===== src/rtl/frame_step_controller.sv =====
// frame_step_controller: turns ticks and manual steps into frame advances delivered over a
// 4-phase req/ack handshake, with one pending slot and a saturating overrun counter.
module frame_step_controller #(
    parameter int FRAME_COUNT = 8,
    parameter int INDEX_WIDTH = 4,
    parameter bit PINGPONG    = 1'b0
) (
    input  logic                   clock,
    input  logic                   reset,
    input  logic                   tick,
    input  logic                   run,
    input  logic                   step,
    input  logic                   clear_stats,
    input  logic                   step_ack,
    output logic                   step_req,
    output logic [INDEX_WIDTH-1:0] frame_index,
    output logic                   direction,
    output logic                   busy,
    output logic [7:0]             missed_ticks
);
    typedef enum logic [1:0] {IDLE, REQ, RELEASE} state_t;
    localparam logic [INDEX_WIDTH-1:0] LAST = INDEX_WIDTH'(FRAME_COUNT - 1);
    localparam logic [INDEX_WIDTH-1:0] ONE  = INDEX_WIDTH'(1);
    state_t state, state_next;
    logic ev, go, miss, pending, pending_next, dir_next;
    logic [INDEX_WIDTH-1:0] index_next;
    assign ev = (tick & run) | step;
    always_ff @(posedge clock or negedge reset) begin
        if (!reset) begin
            state    <= IDLE;
            step_req <= 1'b0;
            busy     <= 1'b0;
        end else begin
            state    <= state_next;
            step_req <= state_next == REQ;
            busy     <= state_next != IDLE;
        end
    end
    always_comb begin
        go = (state == IDLE) ? (ev | pending) :
             (state == RELEASE) ? (!step_ack & (ev | pending)) : 1'b0;
        state_next = go ? REQ :
                     (state == REQ && step_ack) ? RELEASE :
                     (state == RELEASE && !step_ack) ? IDLE : state;
    end
    // A RELEASE->REQ that consumes pending re-arms it if a fresh event lands on the same edge
    always_comb begin
        pending_next = go ? (pending & ev & (state == RELEASE)) : (pending | (ev & (state != IDLE)));
        miss         = ev & pending & (state != IDLE) & !go;
        index_next   = '0;
        dir_next     = 1'b0;
        if (!PINGPONG) begin
            index_next = (frame_index == LAST) ? '0 : frame_index + ONE;
        end else if (FRAME_COUNT > 1) begin
            if (!direction) begin
                index_next = (frame_index == LAST) ? LAST - ONE : frame_index + ONE;
                dir_next   = frame_index == LAST;
            end else begin
                index_next = (frame_index == '0) ? ONE : frame_index - ONE;
                dir_next   = frame_index != '0;
            end
        end
    end
    always_ff @(posedge clock or negedge reset) begin
        if (!reset) begin
            frame_index  <= '0;
            direction    <= 1'b0;
            pending      <= 1'b0;
            missed_ticks <= '0;
        end else begin
            if (go) begin
                frame_index <= index_next;
                direction   <= dir_next;
            end
            pending      <= pending_next;
            missed_ticks <= clear_stats ? 8'd0 :
                            (miss && missed_ticks != 8'hff) ? missed_ticks + 8'd1 : missed_ticks;
        end
    end
endmodule


===== config.mk =====
export PLATFORM = sky130hd
export DESIGN_NAME = frame_step_controller
export DESIGN_NICKNAME = d
export VERILOG_FILES = /design/src/rtl/frame_step_controller.sv
export SDC_FILE = /design/constraint.sdc
export NUM_CORES = 1
export LEC_CHECK = 0
export BUFFER_PORTS_ARGS = -buffer_cell sky130_fd_sc_hd__clkbuf_2
export CAP_MARGIN = 20
export CORE_MARGIN = 2
export CORE_UTILIZATION = 50
export CTS_CLUSTER_DIAMETER = 30
export DETAILED_ROUTE_END_ITERATION = 10
export GPL_TIMING_DRIVEN = 0
export PLACE_DENSITY = 0.8
export SYNTH_ARGS = -nofsm -noshare
export SYNTH_HDL_FRONTEND = slang
export SYNTH_SLANG_ARGS = --single-unit

===== constraint.sdc =====
create_clock -name clock -period 2.3 [get_ports clock]
set_input_delay 0.23 -clock clock [delete_from_list [all_inputs] [get_ports clock]]
set_output_delay 0.23 -clock clock [all_outputs]
set_load 0.01 [all_outputs]

==> flow_results.org, run 1 <==
** Route
- Detailed routing inserted a total of 684 vias.
- In this run, the number of DRC markers left after iteration 0 of detailed routing was 5.
- WL final :: 1.45 mm
- After detailed routing, the number of vias per cell comes to 5.52.
- Detail-routed net length per standard cell :: 11.7 um
- Total DRC errors in the routed layout :: 0
- The count of nets left with antenna violations once routing finished came out at 0.
- Total iterations of the first detailed-routing run :: 2

** Synthesis
- Yosys mapped a number of flops with a built-in enable equal to 0.
- By area, the combinational part of the netlist is dominated by simple AND/OR/NAND/NOR gates.
- Of the total synthesized cell area, the portion taken by XOR and XNOR cells is 0.0102.
- #FFs+latches synth :: 17
- Mapped Nets :: 92
- Sequential-to-total area share from yosys stat :: 0.494
- Of the total synthesized cell area, the portion taken by full adders, half adders and majority gates is 0.0291.
- Of all flip-flops after synthesis, the portion carrying an async set or reset was 1.00.
- Post-synthesis simple-gate area fraction :: 0.219
- Post-synthesis compound-gate area fraction :: 0.105
- The share of synthesized area in the top cell type comes to 0.494.
- Warnings, synthesis :: 0
- Cells after synthesis :: 83
- Measured against the total synthesized area, the mux share comes to 0.103.
- By area the synthesized netlist is led by dfrtp_1 (49%), mux2_1 (5.2%), mux2_2 (3.9%).
- Dividing the synthesized area by the synthesized cell count gives 10.4 um2.
- Most area-hungry cell type in the Yosys netlist :: dfrtp_1
- For this run, the leading register cell type out of synthesis is dfrtp_1.
- Post-synthesis cell type count :: 32
- Area of the mapped netlist :: 861 um2

** Floorplan
- Starting density of the core :: 0.552
- Measured along the x axis, the die boundary spans 45.5 um.
- Measured along the y axis, the die boundary spans 45.5 um.
- Die Footprint :: 2070 um2
- 22 I/O pins were placed.
- Core region area :: 1560 um2
- The floorplan has 14 rows.

** Final layout
- Top library cells by usage in the layout, fill and taps aside :: clkbuf_2 (20), dfrtp_1 (17), nor2_1 (7)
- Diodes inserted :: 0
- Number of nets in the final layout :: 118
- Post-layout utilization of the core :: 0.652
- In the final layout, the share of cells above drive strength 1 is 0.278.
- Relative to the synthesized area, the layout overhead comes to 18.2%.
- Leaving out fill and tap cells, the most frequent cell in the layout is clkbuf_2.

** Setup path
- Data on the critical path is required at its endpoint by 2.46 ns.
- STA classifies the critical path endpoint as a flip-flop.
- STA classifies the critical path startpoint as a flip-flop.
- Data arrival at the endpoint of the critical path :: 2.03 ns
- Reg2reg path depth :: 5
- The critical path is of the flip-flop to flip-flop type.
- Largest fanout on the critical path :: 10

** Hold path
- The worst hold path belongs to the class primary input to flip-flop.
- Counting instances, the worst hold path has a depth of 3.

** Power and ir drop
- Total power :: 647 uW
- VDD IR-drop max :: 0.468 mV
- In this run the static leakage power is 0.000465 uW.
- Dividing total power by cell area gives a power density of 636 nW/um2.

** Clock network
- Maximum root-to-sink buffer count :: 2
- Post-CTS setup buffer count :: 0
- TritonCTS built the clock tree.
- Once the clock tree was built, the resizer swapped 0 gates to a different size.
- Skew-Pair Late Insertion Delay :: 0.28 ns
- Reg clk slew, reported paths :: 0.10 ns
- Hold buffers post-CTS :: 1
- Clk Tree Root Cell :: clkbuf_4
- Counting every sink on the clock net gives 17.
- Inserted Clock Buffers :: 3
- H-tree depth :: 1

** GRT
- GRT busiest layer :: met2
- Number of global-route vias before repair :: 660
- The number of antenna violations at the first check in global routing was 0.
- In the global route stage, met2 resource usage came out at 0.301.
- The first global-routing pass estimated 2.45 mm of wire.
- Entering global routing, the biggest net connects 18 pins.
- The total overflow left after global routing is 0.
- M3 GR Usage :: 0.0317
- For this run, global-route usage on met1 was measured as 0.177.
- For this run, the total global-route usage over all layers was measured as 0.161.

** Placed design
- In this run the tool buffered the top-level ports with 20 buffer cells.
- Summed over all nets, the half-perimeter wirelength after detailed placement is 1.14 mm.
- Gpl congestion :: 0.839
- At the placement stage, the worst setup path has a slack of 0.507 ns.

** STA
- Final setup skew :: 0.00769 ns
- Final-report hold violation count :: 0
- Setup violations remaining at the end of the flow were counted as 0.
- Setup repair after global routing left no endpoint under its margin.
- Fmax :: 536 MHz
- Ratio of final minimum period to clock period :: 0.811
- The final max-slew violation count was 0.
- In the final timing run, aggregate negative setup slack is 0 ns.
- Final critical-path required period :: 1.87 ns
- Final hold analysis gives a worst-case slack of 0.203 ns.
- Once routing completed, OpenROAD measured the worst setup slack at 0.435 ns.

** Job
- Max-cap violations in this run came to 0.

** Status
- Run status :: completed
## cells in the mapped netlist (3+ instances only)
library cell  instances
a21oi_1               6
dfrtp_1              17
mux2_1                4
mux2_2                3
nand2_1               6
nand3_1               4
nor2_1                7
nor2b_1               5
## critical path: stages, from the launching register on
cell and delay (ns):
dfrtp_1 0.43, a21oi_2 0.10, or3b_1 0.37, buf_6 0.15, nor4_1 0.36, mux2_1 0.36
## report_power, final
group / switching (uW) / internal [uW] / total [uW] / leakage, uW
Clock: 88.9 / 67.2 / 156 / 0.0000150
Combinational: 64.4 / 66.7 / 131 / 0.000240
Sequential: 32.9 / 327 / 360 / 0.000210
## cells by family (layout without fill, tap and decap cells)
logic type / after synthesis / in the layout
AO/OA/AOI/OAI: 14 / 14
XOR/XNOR: 1 / 1
buffers and inverters: 5 / 30
multiplexers: 8 / 8
AND/OR/NAND/NOR: 35 / 35
flip-flops: 17 / 17
adder cells (fa/ha/maj): 2 / 2
other: 1 / 1
## cell type report
type | count | area [um2]
inverter | 2 | 7.51
clock buffer | 4 | 26.3
sequential | 17 | 425
tap | 16 | 20.0
fill | 135 | 542
multi-input combinational | 61 | 405
buffer | 3 | 22.5
timing repair buffer | 21 | 110
## flip-flops by register name (all words and copies together) (netlist names)
signal and count:
pending 1, step_req 1, frame_index 4, missed_ticks 8, state 2, busy 1
## per-layer routing
metal / vias up / wire length [um]
met5: - / 0
met4: 0 / 0
li1: 348 / -
met2: 16 / 737
met3: 0 / 70
met1: 320 / 643
## worst paths after layout
path / start / end / slack [ns]
setup / recovery: state[1] / missed_ticks[7] / 0.43
hold / removal: step / busy / 0.20
setup reg to reg: state[1] / missed_ticks[7] / 0.43
hold reg to reg: state[0] / busy / 0.55
max in group asynchronous: reset / missed_ticks[5] / 1.61
min in group asynchronous: reset / missed_ticks[2] / 0.40
## through the flow
stage          cell area [um2]  std cells
2_1_floorplan              861         83
3_3_place_gp               981        119
3_5_place_dp               981        119
4_1_cts                   1020        124
5_1_grt                   1020        124
6_report                  1020        124
No activity file was read; power rests on OpenSTA's default activity.
==> run 2: changes to the inputs <==
- ABC_AREA: not set -> 1
- CORE_UTILIZATION: 50 -> 46
- PLACE_DENSITY: 0.8 -> 0.77
- clock period: 2.3 -> 1.7 ns (I/O delays scaled with it)
==> run 2 against run 1 <==
  * Final cell count up 46%
  * Clock power up 38%
  * Total power up 110%
  * Sequential share of layout area down 3.8 points
==> flow_results.org, run 2 <==
** Status
- Run status :: completed

** Synthesis
- Sequential-to-total area share from yosys stat :: 0.449
- Among all flip-flop cells after synthesis, the most frequent one is dfrtp_1.
- Counting every net in the synthesized netlist gives 138.
- In this run, synthesis inferred 0 flip-flops with an integrated enable.
- Most frequent cells after synthesis :: nand2_1 (35), nand3_1 (20), inv_1 (18)
- #FFs+latches synth :: 17
- Yosys attributes the largest share of cell area to dfrtp_1 (45%), nand2_1 (14%), nand3_1 (11%).
- Post-synth top area share :: 0.449
- Async set-or-reset flop fraction in the synthesized netlist :: 1.00
- Cells after synthesis :: 129
- In this run the mean area of a mapped cell was 7.35 um2.
- Post-synthesis cell type count :: 19
- During synthesis, Yosys emitted a total of 0 warnings.
- Summing every instance area after synthesis gives 948 um2.
- Most area-hungry cell type in the Yosys netlist :: dfrtp_1
- Yosys instantiated no cell more often than nand2_1.

** Power and ir drop
- The share of total power dissipated in combinational logic is 0.378.
- The share of total power dissipated in the clock network is 0.162.
- Summed over all cells, the static leakage comes to 0.000619 uW.
- Proportion of total power due to net switching :: 0.406
- VDD IR-drop max :: 0.873 mV
- Of the total power, registers draw 0.460.
- Power Density :: 1190 nW/um2
- Internal power comes to 791 uW.
- Power spent charging and discharging nets :: 541 uW
- Total power :: 1330 uW

** STA
- Dividing the final minimum period by the clock period gives 0.819.
- The final max-slew violation count came to 0.
- Setup violations remaining at the end of the flow were counted as 0.
- Setup repair after global routing left no endpoint under its margin.
- Clock skew on the completed layout was measured at 0.00333 ns.
- Counting I/O delays and the setup requirement, the final critical path takes 1.39 ns.
- Fmax :: 718 MHz
- The count of final hold-check violations is 0.
- Summed over all failing endpoints, the final setup total negative slack is 0 ns.

** GRT
- Pin count of the biggest net entering global routing :: 18
- Total global routing overflow :: 0
- In the global route stage, overall resource usage came out at 0.173.
- Initial antenna violation count :: 0
- Global-route wire length before repair :: 3.22 mm
- The via count of the first global-routing pass came to 786.

** Route
- In the final routed layout, each cell accounts on average for 10.2 um.
- DRT antenna net count :: 0
- Vias :: 885
- Vias per cell :: 4.89
- In the routed design, unresolved DRC markers number 0.
- After the first detailed-routing iteration, the DRC count stood at 16.
- The routed design has 1.85 mm of wire.
- The first detailed-routing pass took 4 iterations.

** Floorplan
- Pin placement for this block handled 22 I/O pins.
- The initial utilization of the core area, before any placement, comes to 0.483.
- Chip Height :: 49.4 um
- Row generation in the floorplan step produced 16 rows.
- Die Width :: 49.4 um
- Die Footprint :: 2440 um2
- Core region area :: 1960 um2

** Clock network
- Post-CTS setup buffer count :: 0
- CTS built an H-tree with a depth of 1.
- Skew-Pair Late Insertion Delay :: 0.28 ns
- After clock tree synthesis, the clock-pin slew on the worst setup and hold paths is 0.10 ns.
- Number of instances resized during post-cts repair :: 0
- The tree built by TritonCTS fans out to 17 sinks.
- After clock tree synthesis, the flow added hold-fix buffers numbering 1.
- Inserted Clock Buffers :: 3
- The tree is rooted in a clkbuf_4.
- Counting along the longest clock path gives a buffer depth of 2.
- TritonCTS built the clock tree.

** Setup path
- Cell type of the slowest stage on the worst timing path :: dfrtp_1
- In this design, the stage delay of the slowest critical-path cell is 0.44 ns.
- Sequence of cells on the critical path :: ha_1 > nand2_1 > nor3_1 > nor2_1 > nand3_1 > nand2_1
- The worst setup path is launched from a flip-flop.
- Category of the most critical setup path :: flip-flop to flip-flop
- Critical path required time :: 1.93 ns
- Largest delay share family, worst path :: simple AND/OR/NAND/NOR gates
- The critical path contains buffers and inverters numbering 0 combined.
- Of all nets on the critical path, the largest fanout is 5.
- Data arrives at the worst endpoint at 1.62 ns.
- In this design, the critical path's most frequently occurring cell is nand2_1.
- STA classifies the critical path endpoint as a flip-flop.

** Placed design
- Placed standard-cell area :: 1080 um2
- Detailed placement finished with a half-perimeter wire length of 1.46 mm.
- Gpl congestion :: 0.848
- Input and output buffers added on the ports amount to 20.

** Final layout
- Summing all flip-flop and latch instances after layout gives 425 um2.
- In the layout the commonest cells are nand2_1 (35), nand3_1 (20), clkbuf_2 (20).
- The library cell used most frequently in the layout, excluding fill and tap cells, is nand2_1.
- With fillers left out, the area of the finished cells amounts to 1120 um2.
- The net count of the finished layout is 164.
- Largest registers :: missed_ticks: 8 flops, frame_index: 4 flops, state: 2 flops
- Fraction of layout cells with a size suffix above 1 :: 0.214
- The repair_antennas step left the layout with diodes totalling 0.
- Ranked by flip-flop count, first place goes to missed_ticks.
- Combined area of the multi-input logic cells :: 443 um2
- Number of filler cells placed in the layout :: 208
- Relative to the synthesized area, the layout overhead comes to 18.1%.
- Flip-flop count of the largest register after layout :: 8

** Hold path
- The tightest min-delay check is of the primary input to flip-flop type.

** Job
- The tool flagged a number of max-cap violations equal to 0.
## run 2: cell types whose count changed after synthesis, moves of 3 or more
cell     previous run  this run
nor2_2              0         3
nor2b_1             5         0
nor2_1              7        15
mux2_2              3         0
nand3_1             4        20
inv_1               2        18
nor3_1              1         4
a21oi_1             6         2
mux2_1              4         0
nand2_1             6        35
## run 2: worst paths after layout
| check | startpoint | endpoint | slack, ns | depth (start not counted) |
|---|---|---|---|---|
| setup / recovery | missed_ticks[0] | missed_ticks[6] | 0.31 | 6 |
| max in group asynchronous | reset | pending | 1.07 | 2 |
| hold / removal | step_ack | state[1] | 0.15 | 3 |
| min in group asynchronous | reset | missed_ticks[7] | 0.33 | 2 |
| hold reg to reg | frame_index[3] | frame_index[3] | 0.55 | 2 |
| setup reg to reg | missed_ticks[0] | missed_ticks[6] | 0.31 | 6 |
## run 2: cells by family (layout without fill, tap and decap cells)
group	count (synthesis)	in the layout	share of synthesized area
flip-flops	17	17	0.449
adder cells (fa/ha/maj)	2	2	0.0264
buffers and inverters	20	45	0.0844
XOR/XNOR	1	1	0.00924
other	1	1	0.00395
AND/OR/NAND/NOR	81	81	0.385
AO/OA/AOI/OAI	7	7	0.0422
## run 2: layout make-up
cell class / instances / area share
tap: 27 / 0.0302
clock inverter: 1 / 0.00447
timing repair buffer: 21 / 0.0983
buffer: 2 / 0.0112
clock buffer: 3 / 0.0201
multi-input combinational: 92 / 0.396
sequential: 17 / 0.380
inverter: 18 / 0.0603
## run 2: power groups by stage
stage	logic [uW]	registers, uW	clock network, uW
5_1_grt	578	627	246
3_5_place_dp	507	622	0
3_3_place_gp	483	615	0
2_1_floorplan	295	646	0
6_report	504	612	216
4_1_cts	511	614	221
## run 2: metal layers
metal / wire length (um) / GRT usage / part of all wire / vias up
met5: 0 / 0 / 0 / -
met4: 10 / 0.0556 / 0.0054 / 0
met3: 87 / 0.0368 / 0.047 / 2
met2: 912 / 0.300 / 0.49 / 25
met1: 835 / 0.213 / 0.45 / 405
li1: - / - / - / 453
## run 2: metrics by stage
step / hold WS [ns] / utilization / setup WS (ns) / std cells
2_1_floorplan: -0.126 / - / 0.413 / 129
3_3_place_gp: 0.130 / 0.552 / 0.357 / 176
3_5_place_dp: 0.135 / 0.552 / 0.334 / 176
4_1_cts: 0.145 / 0.571 / 0.314 / 181
5_1_grt: 0.161 / 0.571 / 0.175 / 181
6_report: 0.153 / 0.571 / 0.308 / 181
## run 2: worst min-delay path: stages
cell and delay, ns:
clkbuf_2 0.10, nor2_1 0.08, nor2_1 0.06
==> run 3: changes to the inputs <==
- CORE_UTILIZATION: 46 -> 51
- PLACE_DENSITY: 0.77 -> 0.8
- clock period: 1.7 -> 1.4 ns (I/O delays scaled with it)
==> run 3 against run 2 <==
  * Via count fell by 2.3%
  * Global-route usage rose by 3.4 points
  * Clock skew fell by 0.0011 ns
  * Routed wire length rose by 0.60%
  * Sequential share of layout area fell by 0.50 points
  * Final cell count fell by 0.55%
  * Die area fell by 9.0%
  * Clock power rose by 17%
  * Critical endpoint is now missed_ticks[5]
  * Count of clock-buffer cells in the layout rose by 1
  * Flip-flop and latch count did not move
  * First-iteration DRC count rose by 31%
  * Design area rose by 1.3%
==> flow_results.org, run 3 (synthesis results as in run 2) <==
** Job
- Max-cap check violation count :: 0

** Status
- Run status :: completed

** Final layout
- Diodes inserted :: 0
- Flip-flop count of the largest register after layout :: 8
- Largest registers :: missed_ticks: 8 flops, frame_index: 4 flops, state: 2 flops
- Layout overhead on the synthesized area :: 19.7%
- The register with the most flip-flops in the final layout is missed_ticks.
- For this run, the post-layout net count is 165.
- Leading cell type in the layout, fill and taps excluded :: nand2_1
- Post-layout instance count excluding filler cells :: 180
- Of the cells placed in the final design, the portion with a size suffix greater than 1 is 0.239.
- Top library cells by usage in the layout, fill and taps aside :: nand2_1 (34), nand3_1 (20), clkbuf_2 (20)

** STA
- Setup repair after global routing left no endpoint under its margin.
- Timing would allow up to 767 MHz.
- Of the available clock period, the critical path in the final layout requires 0.932.
- Number of max-slew violations in the final report :: 0
- Final critical-path required period :: 1.30 ns
- The count of final hold-check violations came to 0.
- Between clock sinks in the finished design, the worst skew comes to 0.00228 ns.
- Setup_tns :: 0 ns
- Setup violations, final :: 0

** Power and ir drop
- The analysis attributes to cell leakage a power of 0.000615 uW.
- Power Density :: 1440 nW/um2
- The worst-case IR drop observed on VDD is 0.972 mV.

** Clock network
- Inserted Clock Buffers :: 3
- Clock Sink Count :: 17
- H-tree depth :: 1
- Clk Tree Root Cell :: clkbuf_4
- The clock passes through at most 2 buffers.
- Skew-Pair Late Insertion Delay :: 0.28 ns
- TritonCTS clock tree :: yes
- Clock-pin slew was measured on the worst setup and hold paths at 0.09 ns.

** Floorplan
- Chip Height :: 47.1 um
- Core region area :: 1750 um2
- For this design the top-level I/O count stands at 22.
- The die covers 2220 um2.
- In this run the horizontal extent of the chip is 47.1 um.
- Starting density of the core :: 0.543
- After floorplanning, the core was divided into 15 placement rows.

** Placed design
- After detailed placement, the design holds a cell count of 174.
- Total half-perimeter wirelength after legalization and detailed placement :: 1.45 mm
- Number of port buffers :: 20
- The congestion estimate from routability-driven global placement came to 0.841.

** Route
- Across all layers, the routed design uses 865 vias.
- For this run, design rule violations remaining after detail routing come to 0.
- In this run, the number of DRC markers left after iteration 0 of detailed routing was 21.
- Detail-routed net length per standard cell :: 10.3 um
- The first detailed-routing pass ran for 4 iterations.
- After detailed routing, the number of vias per cell comes to 4.81.
- Once detail routing completed, the nets flagged for antenna violations numbered 0.
- WL final :: 1.86 mm

** Setup path
- The cell family contributing the most delay on the critical path is simple AND/OR/NAND/NOR gates.
- Setup crit end kind :: flip-flop
- Sequence of cells on the critical path :: ha_2 > nand2_2 > nor3_1 > nor2_2 > nand3_1 > nand2_1
- For the worst setup path, the data arrival time is 1.49 ns.
- Max stage delay on crit path :: 0.43 ns
- Of all nets on the critical path, the largest fanout is 5.
- Critical path required time :: 1.58 ns
- Type of origin of the critical path :: flip-flop
- The critical path contains buffers and inverters numbering 0 combined.
- Cell type of the slowest stage on the worst timing path :: dfrtp_1
- The worst setup path is of the flip-flop to flip-flop kind.

** Hold path
- The worst hold path belongs to the class primary input to flip-flop.

** GRT
- In the global route stage, overall resource usage came out at 0.206.
- Pin count of the biggest net entering global routing :: 18
- The first global-routing pass estimated 3.10 mm of wire.
- Initial antenna violation count :: 0
- Total global routing overflow :: 0
- The via count of the first global-routing pass is 740.
-- run 3: cell count changes in the layout (fill, tap and decap cells not counted) --
cell,before,now
nand2_2,1,3
clkbuf_1,0,1
clkinv_2,1,0
ha_1,2,1
ha_2,0,1
inv_1,18,17
inv_2,0,1
nand2_1,35,34
nor2_1,15,14
nor2_4,0,1
-- run 3: worst paths after layout --
path                            startpoint         endpoint  slack [ns]  cells past startpoint
hold reg to reg             frame_index[3]   frame_index[3]        0.55                      2
setup / recovery           missed_ticks[1]  missed_ticks[5]         0.1                      6
setup reg to reg           missed_ticks[1]  missed_ticks[5]         0.1                      6
max in group asynchronous            reset  missed_ticks[2]        0.79                      2
hold / removal                 clear_stats  missed_ticks[7]        0.14                      4
min in group asynchronous            reset  missed_ticks[7]        0.32                      2
-- run 3: repair_timing --
item	4_1_cts	5_1_grt
endpoints found under the hold margin	17	0
resized for setup	1	4
pin swaps	0	3
setup endpoints to repair	4	9
cloned	0	1
buffers inserted	0	0
hold buffers	1	0
-- run 3: layout make-up --
class / count / area (um2)
timing repair buffer: 21 / 110
inverter: 18 / 67.6
multi-input combinational: 93 / 462
tap: 25 / 31.3
fill: 154 / 611
sequential: 17 / 425
buffer: 2 / 12.5
clock buffer: 4 / 26.3
-- run 3: report_power, final --
part / leakage, uW / internal, uW / switching (uW)
Sequential: 0.000215 / 635 / 108
Combinational: 0.000384 / 232 / 407
Clock: 0.0000150 / 110 / 143
Total: 0.000615 / 977 / 658
-- run 3: worst reg2reg max path, cell delays in order (launching register included) --
cell,delay (ns)
dfrtp_1,0.43
ha_2,0.21
nand2_2,0.09
nor3_1,0.23
nor2_2,0.10
nand3_1,0.10
nand2_1,0.05
-- run 3: metal layers --
| layer | up-vias | wire [um] | GRT usage |
|---|---|---|---|
| li1 | 459 | - | - |
| met1 | 389 | 836 | 0.251 |
| met3 | 2 | 60 | 0.0462 |
| met2 | 15 | 939 | 0.353 |
| met4 | 0 | 19 | 0.0833 |
| met5 | - | 0 | 0 |
-- run 3: per-stage QoR --
step | cell area, um2 | power, uW | setup slack, ns | utilization | hold slack (ns)
floorplan | 948 | 1140 | 0.113 | - | -0.156
global placement | 1080 | 1320 | 0.0552 | 0.619 | 0.0884
detailed placement | 1080 | 1370 | 0.00906 | 0.619 | 0.0965
CTS | 1120 | 1630 | 0.0235 | 0.641 | 0.128
global route | 1130 | 1800 | 0.00577 | 0.650 | 0.140
finish | 1130 | 1630 | 0.0959 | 0.650 | 0.139
